[src/rtl/wb_pkg.sv]
// Shared types and decode constants for the writeback sequencer.
// Source codes double as the writeback mux select encoding.
package wb_pkg;

  typedef enum logic [2:0] {
    SRC_ALU   = 3'd0,
    SRC_SHIFT = 3'd1,
    SRC_STACK = 3'd2,
    SRC_MEM   = 3'd3,
    SRC_SET   = 3'd4
  } src_e;

  typedef enum logic [2:0] {
    IDLE,
    WRITE,
    MEM_WAIT,
    STACK_WAIT,
    FAULT
  } state_e;

  localparam int         ALU_CTL_NUM = 7;
  localparam logic [7:0] ALU_CTLS [ALU_CTL_NUM] = '{8'd1, 8'd2, 8'd3, 8'd4, 8'd5, 8'd6, 8'd11};
  localparam logic [7:0] CTL_SHIFT = 8'd14;
  localparam logic [7:0] CTL_MEM   = 8'd7;
  localparam logic [6:0] STACK_OPC = 7'b1111110;
  localparam int         CNT_W     = 8;

endpackage

[src/rtl/wb_classify.sv]
// Combinational writeback source decode, zero latency, no flow control.
// Shared by the sequencer and the writeback mux select logic.
module wb_classify
  import wb_pkg::*;
#(
  parameter int C_WIDTH = 4,
  parameter int I_WIDTH = 17
) (
  input  logic [C_WIDTH-1:0] control_i,
  input  logic [I_WIDTH-1:0] instruction_full_i,
  output src_e               src_o
);

  logic alu_hit;
  logic unused_low_bits;

  // Only the opcode field above bit I_WIDTH-8 takes part in the decode.
  assign unused_low_bits = ^instruction_full_i[I_WIDTH-8:0];

  always_comb begin
    alu_hit = 1'b0;
    for (int k = 0; k < ALU_CTL_NUM; k++) begin
      if (control_i == C_WIDTH'(ALU_CTLS[k])) alu_hit = 1'b1;
    end
  end

  // An unknown control code must never match the shift code.
  always_comb begin
    src_o = SRC_SET;
    if (alu_hit)
      src_o = SRC_ALU;
    else if (control_i === C_WIDTH'(CTL_SHIFT))
      src_o = SRC_SHIFT;
    else if (instruction_full_i[I_WIDTH-1 -: 7] == STACK_OPC)
      src_o = SRC_STACK;
    else if (control_i == C_WIDTH'(CTL_MEM))
      src_o = SRC_MEM;
  end

endmodule

[src/rtl/wb_sequencer.sv]
// Writeback sequencer: accept -> rf write in 1 cycle (ALU/shift/set), memory/stack wait on handshakes.
// Backpressure: issue_ready_o only in IDLE, stall_o otherwise; faults hold until fault_clear_i.
module wb_sequencer
  import wb_pkg::*;
#(
  parameter int C_WIDTH     = 4,
  parameter int I_WIDTH     = 17,
  parameter int R_WIDTH     = 4,
  parameter int MEM_TIMEOUT = 15
) (
  input  logic               clk,
  input  logic               rst_n,
  input  logic               issue_valid_i,
  output logic               issue_ready_o,
  input  logic [C_WIDTH-1:0] control_i,
  input  logic [I_WIDTH-1:0] instruction_full_i,
  input  logic [R_WIDTH-1:0] rd_addr_i,
  output logic               mem_req_o,
  input  logic               mem_ack_i,
  output logic               stack_pop_o,
  input  logic               stack_valid_i,
  input  logic               stack_empty_i,
  output logic [2:0]         sel_o,
  output logic               rf_we_o,
  output logic [R_WIDTH-1:0] rf_waddr_o,
  output logic               stall_o,
  output logic               fault_o,
  input  logic               fault_clear_i
);

  state_e             state;
  src_e               src;
  src_e               sel_q;
  logic [R_WIDTH-1:0] waddr_q;
  logic [CNT_W-1:0]   cnt_q;
  logic               ready_q;
  logic               mem_req_q;
  logic               pop_q;
  logic               we_q;
  logic               fault_q;

  wb_classify #(
    .C_WIDTH(C_WIDTH),
    .I_WIDTH(I_WIDTH)
  ) u_classify (
    .control_i         (control_i),
    .instruction_full_i(instruction_full_i),
    .src_o             (src)
  );

  // Output flops are written alongside the next state so each one
  // reflects the state being entered.
  always_ff @(posedge clk or negedge rst_n) begin
    if (!rst_n) begin
      state     <= IDLE;
      sel_q     <= SRC_SET;
      waddr_q   <= '0;
      cnt_q     <= '0;
      ready_q   <= 1'b1;
      mem_req_q <= 1'b0;
      pop_q     <= 1'b0;
      we_q      <= 1'b0;
      fault_q   <= 1'b0;
    end else begin
      ready_q   <= 1'b0;
      mem_req_q <= 1'b0;
      pop_q     <= 1'b0;
      we_q      <= 1'b0;
      fault_q   <= 1'b0;
      unique case (state)
        IDLE: begin
          if (issue_valid_i) begin
            sel_q   <= src;
            waddr_q <= rd_addr_i;
            case (src)
              SRC_MEM: begin
                state     <= MEM_WAIT;
                cnt_q     <= '0;
                mem_req_q <= 1'b1;
              end
              SRC_STACK: begin
                if (stack_empty_i) begin
                  state   <= FAULT;
                  fault_q <= 1'b1;
                end else begin
                  state <= STACK_WAIT;
                  pop_q <= 1'b1;
                end
              end
              default: begin
                state <= WRITE;
                we_q  <= 1'b1;
              end
            endcase
          end else begin
            ready_q <= 1'b1;
          end
        end
        WRITE: begin
          state   <= IDLE;
          ready_q <= 1'b1;
        end
        MEM_WAIT: begin
          cnt_q <= cnt_q + 1'b1;
          // Ack takes precedence over a timeout landing in the same cycle.
          if (mem_ack_i) begin
            state <= WRITE;
            we_q  <= 1'b1;
          end else if (cnt_q == CNT_W'(MEM_TIMEOUT - 1)) begin
            state   <= FAULT;
            fault_q <= 1'b1;
          end else begin
            mem_req_q <= 1'b1;
          end
        end
        STACK_WAIT: begin
          if (stack_valid_i) begin
            state <= WRITE;
            we_q  <= 1'b1;
          end
        end
        FAULT: begin
          if (fault_clear_i) begin
            state   <= IDLE;
            ready_q <= 1'b1;
          end else begin
            fault_q <= 1'b1;
          end
        end
        default: begin
          state   <= IDLE;
          ready_q <= 1'b1;
        end
      endcase
    end
  end

  assign issue_ready_o = ready_q;
  assign stall_o       = !ready_q;
  assign mem_req_o     = mem_req_q;
  assign stack_pop_o   = pop_q;
  assign rf_we_o       = we_q;
  assign fault_o       = fault_q;
  assign sel_o         = sel_q;
  assign rf_waddr_o    = waddr_q;

endmodule

[config.mk]
export PLATFORM = sky130hd
export DESIGN_NAME = wb_sequencer
export DESIGN_NICKNAME = d
export VERILOG_FILES = /design/src/rtl/wb_pkg.sv /design/src/rtl/wb_classify.sv /design/src/rtl/wb_sequencer.sv
export SDC_FILE = /design/constraint.sdc
export NUM_CORES = 1
export LEC_CHECK = 0
export ABC_AREA = 1
export CORE_ASPECT_RATIO = 0.8
export CORE_MARGIN = 5
export CORE_UTILIZATION = 30
export CTS_BUF_LIST = sky130_fd_sc_hd__clkbuf_8
export CTS_CLUSTER_DIAMETER = 120
export CTS_CLUSTER_SIZE = 14
export DETAILED_ROUTE_END_ITERATION = 12
export SETUP_SLACK_MARGIN = 0.5
export SYNTH_ARGS = -nofsm -noshare
export SYNTH_HDL_FRONTEND = slang
export SYNTH_SLANG_ARGS = --single-unit
[constraint.sdc]
create_clock -name clk -period 1.4 [get_ports clk]
set_input_delay 0.28 -clock clk [delete_from_list [all_inputs] [get_ports clk]]
set_output_delay 0.28 -clock clk [all_outputs]
set_load 0.02 [all_outputs]
After elaboration in Yosys (flattened, before gate mapping)
Cells that the tools add are included.
- memories kept: 0
- flip-flop bits (word level): 23
- RAM bits: 0
- logic and storage cells: 85
- bits in latches: 0
- bits of input ports: 32
- bits in read-only memories: 0
- shifts and indexed selects: 0
- div/mod/pow operators: 0
- bitwise gates (word level): 0
- reductions and logical operators: 8
- eq/ne operators: 21
- add/sub/neg operators: 1
- $mul: 0
- muxes and demuxes: 46
- order comparisons: 0
- operators by type and width (cell ; number):
    3-bit two-way mux ; 10
    1-bit two-way mux ; 27
    4-bit by 3-bit equality test with 1-bit output (second input constant) ; 4
    8-bit two-way mux ; 2
    8-bit case mux with 2 select lines ; 1
    3-bit by 2-bit equality test with 1-bit output (second input constant) ; 4
    3-bit case mux with 4 select lines ; 1
    1-bit case mux with 3 select lines ; 3
    8-bit by 1-bit adder with 8-bit output (second input constant) ; 1
    4-bit by 2-bit equality test with 1-bit output (second input constant) ; 2
    8-bit by 4-bit equality test with 1-bit output (second input constant) ; 1
    7-bit equality test (second input constant) ; 1
    2-bit != test (second input constant) ; 3
    3-bit case mux with 2 select lines ; 1
    4-bit by 1-bit equality test with 1-bit output (second input constant) ; 1
    4-bit equality test (second input constant) ; 1
    4-bit === test (second input constant) ; 1
    4-bit AND reduction ; 1
    2-bit OR reduction ; 2
    3-bit equality test (second input constant) ; 1
    3-bit logical NOT ; 1
    3-bit != test (second input constant) ; 1
    3-bit AND reduction ; 1
    2-bit by 1-bit != test with 1-bit output (second input constant) ; 1
    4 further kinds ; 4

Longest topological paths before layout
- depth in word-level cells: 14
- depth in mapped cells: 10
- gate-level depth less buffers: 10

Modules after synthesis
From an unflattened synthesis, not the netlist that was laid out.
- cells, all modules: 173
- area total of the unflattened synthesis: 1315.0 µm²
- by module, submodules not included (module ; sequential area each (µm²) ; area each (µm²) ; times used ; cells each):
    wb_sequencer ; 578.1 ; 1197.4 ; 1 ; 147
    wb_classify ; 0.0 ; 117.6 ; 1 ; 26

Worst setup path after synthesis
OpenSTA, ideal clock, no wires.
- kind: flip-flop to flip-flop
- start: reg state[2]
- end: reg state[0]
- path buffers: 0
- cell stages (with the launch flop): 9
- arrival time: 1.087 ns
- clock period less this slack: 1.205 ns
- setup slack: 0.195 ns
- required time: 1.282 ns
- library setup time: 0.118 ns
- path through: dfrtp_1 -> nor2_4 -> nand2_1 -> nor2_1 -> o21ai_0 -> nand3_1 -> nor2_1 -> nand2_1 -> nand2_1
- word-level cells in the longest chain between the ends: 3
- RTL lines (item ; line ; RTL):
    start: declaration ; wb_sequencer.sv:31 ; state_e state;
    start signal: assignment ; wb_sequencer.sv:55 ; state <= IDLE;
    start signal: assignment ; wb_sequencer.sv:77 ; state <= MEM_WAIT;
    start signal: assignment ; wb_sequencer.sv:83 ; state <= FAULT;
    3-bit by 2-bit equality test with 1-bit output (tied with other cells) ; wb_sequencer.sv:70 ; unique case (state)
    3-bit != test (no line) or 2-bit != test (tied branches) ; n/a ;
    4-bit AND reduction (no line) ; n/a ;
Parallel ways exist; a longest one is shown, timed or not.
A chain may end at the register's enable or synchronous reset.

Worst setup path in the final report
- start: reg cnt_q[4]
- end: reg state[0]
- word-level cells in the longest chain between the ends: 3
- RTL lines (item ; line ; RTL):
    start: declaration ; wb_sequencer.sv:35 ; logic [CNT_W-1:0] cnt_q;
    start signal: assignment ; wb_sequencer.sv:104 ; cnt_q <= cnt_q + 1'b1;
    8-bit by 4-bit equality test with 1-bit output ; wb_sequencer.sv:109 ; end else if (cnt_q == CNT_W'(MEM_TIMEOUT - 1)) begin
    3-bit != test (no line) ; n/a ;
    4-bit AND reduction (no line) ; n/a ;
    end signal: assignment ; wb_sequencer.sv:107 ; state <= WRITE;
    end signal: assignment ; wb_sequencer.sv:110 ; state <= FAULT;
    end signal: assignment ; wb_sequencer.sv:118 ; state <= WRITE;
No other way between the ends.

==> flow_metrics.env <==
export IMPL_outcome="finished, final reports clean"
export IMPL_synth_edff_count=0
export IMPL_drive_gt1_share_pct=52.0
export IMPL_pwr_share_clk_pct=11.6
export IMPL_fin_crit_sh_pct=96.2
export IMPL_antenna_found_initial=0
export IMPL_grt_pass1_wl_um=5380
export IMPL_cts_sinks=23
export IMPL_rsz0062_at_grt="true"
export IMPL_clkLatencyLatePin_ns=0.26
export IMPL_start_kind="flop"
export IMPL_final_cell_mix="nand2_1, buf_4, buf_6"
export IMPL_tightest_slew_ns=0.341
export IMPL_seqPwrFrac_pct=34.4
export IMPL_cts_htree_levels=1
export IMPL_die_h_um=67.6
export IMPL_leakage_uw=0.00107
export IMPL_crit_fanout=4
export IMPL_io_buffers=34
export IMPL_synthCells=153
export IMPL_nets=264
export IMPL_syn_num_nets=187
export IMPL_critPathCaptureType="flop"
export IMPL_cts_reportedPaths_clkPinSlew_ns=0.08
export IMPL_synth_cell_type_count=28
export IMPL_p_sw_share_pct=39.4
export IMPL_grt_max_degree=16
export IMPL_hold_viol=0
export IMPL_setup_viol=0
export IMPL_cap_viol_max_count=0
export IMPL_comb_power_share_pct=54.0
export IMPL_layout_commonest_cell="nand2_1"
export IMPL_fin_util_pct=54.5
export IMPL_rr_worst_depth=7
export IMPL_start_util_pct=30.4
export IMPL_async_reset_ff_share_pct=100
export IMPL_core_um2=4100
export IMPL_fmax_mhz=742
export IMPL_drv_slew=0
export IMPL_critPathKind="flop to flop"
export IMPL_synthFlopType="dfrtp_1"
export IMPL_synthToLayoutAreaGrowth_pct=79.1
export IMPL_netlist_area_um2=1250
export IMPL_power_internal_uw=2070
export IMPL_post_dp_hpwl_um=2280
export IMPL_hold_buffers=0
export IMPL_slew_headroom_pct=77.0
export IMPL_cts_root_buf="clkbuf_8"
export IMPL_switchingPower_uw=1350
export IMPL_syn_mean_instance_area_um2=8.15
export IMPL_post_route_drc_count=0
export IMPL_drtAntennaViolNets=0
export IMPL_gr_total_overflow=0
export IMPL_synth_seq_area_share_pct=46.4
export IMPL_holdWs_ns=0.320
export IMPL_vias=1285
export IMPL_wl_um=3710
export IMPL_place_gp_congestion=0.868
export IMPL_numCtsBuffers=3
export IMPL_min_path_type="input pin to async pin"
export IMPL_ios=45
export IMPL_first_global_vias=1172
export IMPL_wl_per_cell_um=13.0
export IMPL_fin_worst_skew_ns=0.00433
export IMPL_cts_tree="yes"
export IMPL_num_rows=21
export IMPL_cts_buffer_depth=2
export IMPL_synth_warnings=0
export IMPL_ys_ff_latch=23
export IMPL_ir_worst_vdd_uv=861
export IMPL_dieArea_um2=5550
export IMPL_arrival_ns=1.54
export IMPL_die_w_um=82.1
export IMPL_drt_initial_drc_count=108
export IMPL_worstPathRequired_ns=1.60
export IMPL_first_pass_iters=4
export IMPL_antennaDiodeCount=0
export IMPL_powerDensity_nw_per_um2=1530
export IMPL_grt_usage_pct=12.6
export IMPL_finalCriticalPeriod_ns=1.35
export IMPL_viasPerCell=4.49
[worst max-delay path, stage by stage (launching register included)]
cell	delay (ns)
dfrtp_1	0.43
inv_2	0.12
nand4_1	0.16
o21ai_2	0.22
nand3_1	0.12
nor2_1	0.12
nand2_1	0.06
nand2_1	0.05
[logic make-up after synthesis]
logic type                 share of synthesized area, %
AOI/OAI and AO/OA                                  12.0
buffers and inverters                              6.73
and+or+nand+nor                                    31.4
DFF                                                46.4
xor gates and xnor gates                           1.41
adders and majority gates                          2.01
[per-layer routing]
layer | track usage, % | wire length [um] | vias to the layer above
met4 | 2.49 | 25 | 0
met1 | 17.7 | 1600 | 592
met2 | 20.1 | 1910 | 38
li1 | - | - | 653
met5 | 0 | 0 | -
met3 | 2.80 | 176 | 2
[state kept, by name, indices dropped and copies added, names as in the netlist]
register,count
fault_o,1
state,3
cnt_q,8
sel_o,3
issue_ready_o,1
stack_pop_o,1
rf_waddr_o,4
mem_req_o,1
rf_we_o,1
[per-stage QoR]
stage | setup WS (ns) | instances | cell area (um2) | TNS [ns] | power (uW)
after floorplan | 0.231 | 153 | 1270 | 0 | 1790
after global placement | -0.300 | 256 | 1780 | -4.64 | 2330
after detailed placement | -0.326 | 256 | 1780 | -5.01 | 2330
after CTS | 0.151 | 275 | 2080 | 0 | 3080
after global routing | -0.0222 | 286 | 2230 | -0.0222 | 3650
final | 0.0527 | 286 | 2230 | 0 | 3420
[worst paths after layout]
path	start	endpoint	slack (ns)
min reg2reg	rf_waddr_o[1]	rf_waddr_o[1]	0.51
max in group asynchronous	rst_n	state[0]	0.83
max	cnt_q[4]	state[0]	0.05
max reg2reg	cnt_q[4]	state[0]	0.05
min	rst_n	cnt_q[7]	0.32
min in group clk	rf_waddr_o[1]	rf_waddr_o[1]	0.51
[what timing repair did]
action | 4_1_cts | 5_1_grt
resized for setup | 144 | 20
endpoints found under the hold margin | 0 | 0
setup endpoints to repair | 36 | 36
pin swaps | 17 | 13
buffers inserted | 15 | 11
[area by class of cell]
type	count	area [um2]
clock buffers	3	41.3
clock inverters	1	3.75
fillers	375	1870
inverters	21	96.3
multi-input cells	109	772
flip-flops and latches	23	581
well taps	57	71.3
repair buffers	72	667
[power groups by stage]
| stage | sequential [uW] | clock (uW) | combinational, uW |
|---|---|---|---|
| 3_5_place_dp | 1120 | 0 | 1210 |
| 4_1_cts | 1150 | 410 | 1520 |
| 6_report | 1180 | 398 | 1850 |
| 3_3_place_gp | 1140 | 0 | 1200 |
| 2_1_floorplan | 1250 | 0 | 539 |
| 5_1_grt | 1210 | 440 | 2000 |
[cell usage after synthesis, types with 2 or more instances]
cell	n	share of area, %
nor2_2	2	1.0
ha_1	2	2.0
nand2_2	3	1.5
a21oi_1	3	1.2
nor2_1	8	2.4
nand3_2	2	1.6
o211ai_1	2	1.2
nand3_1	11	4.4
o31ai_2	2	2.0
dfrtp_1	21	42
dfstp_2	2	4.2
o21ai_0	13	5.2
nand3b_1	2	1.2
nand2_1	45	14
nand4_1	4	2.0
inv_2	2	0.60
inv_1	18	5.4
Note: power is estimated with default switching activity, not from simulation.
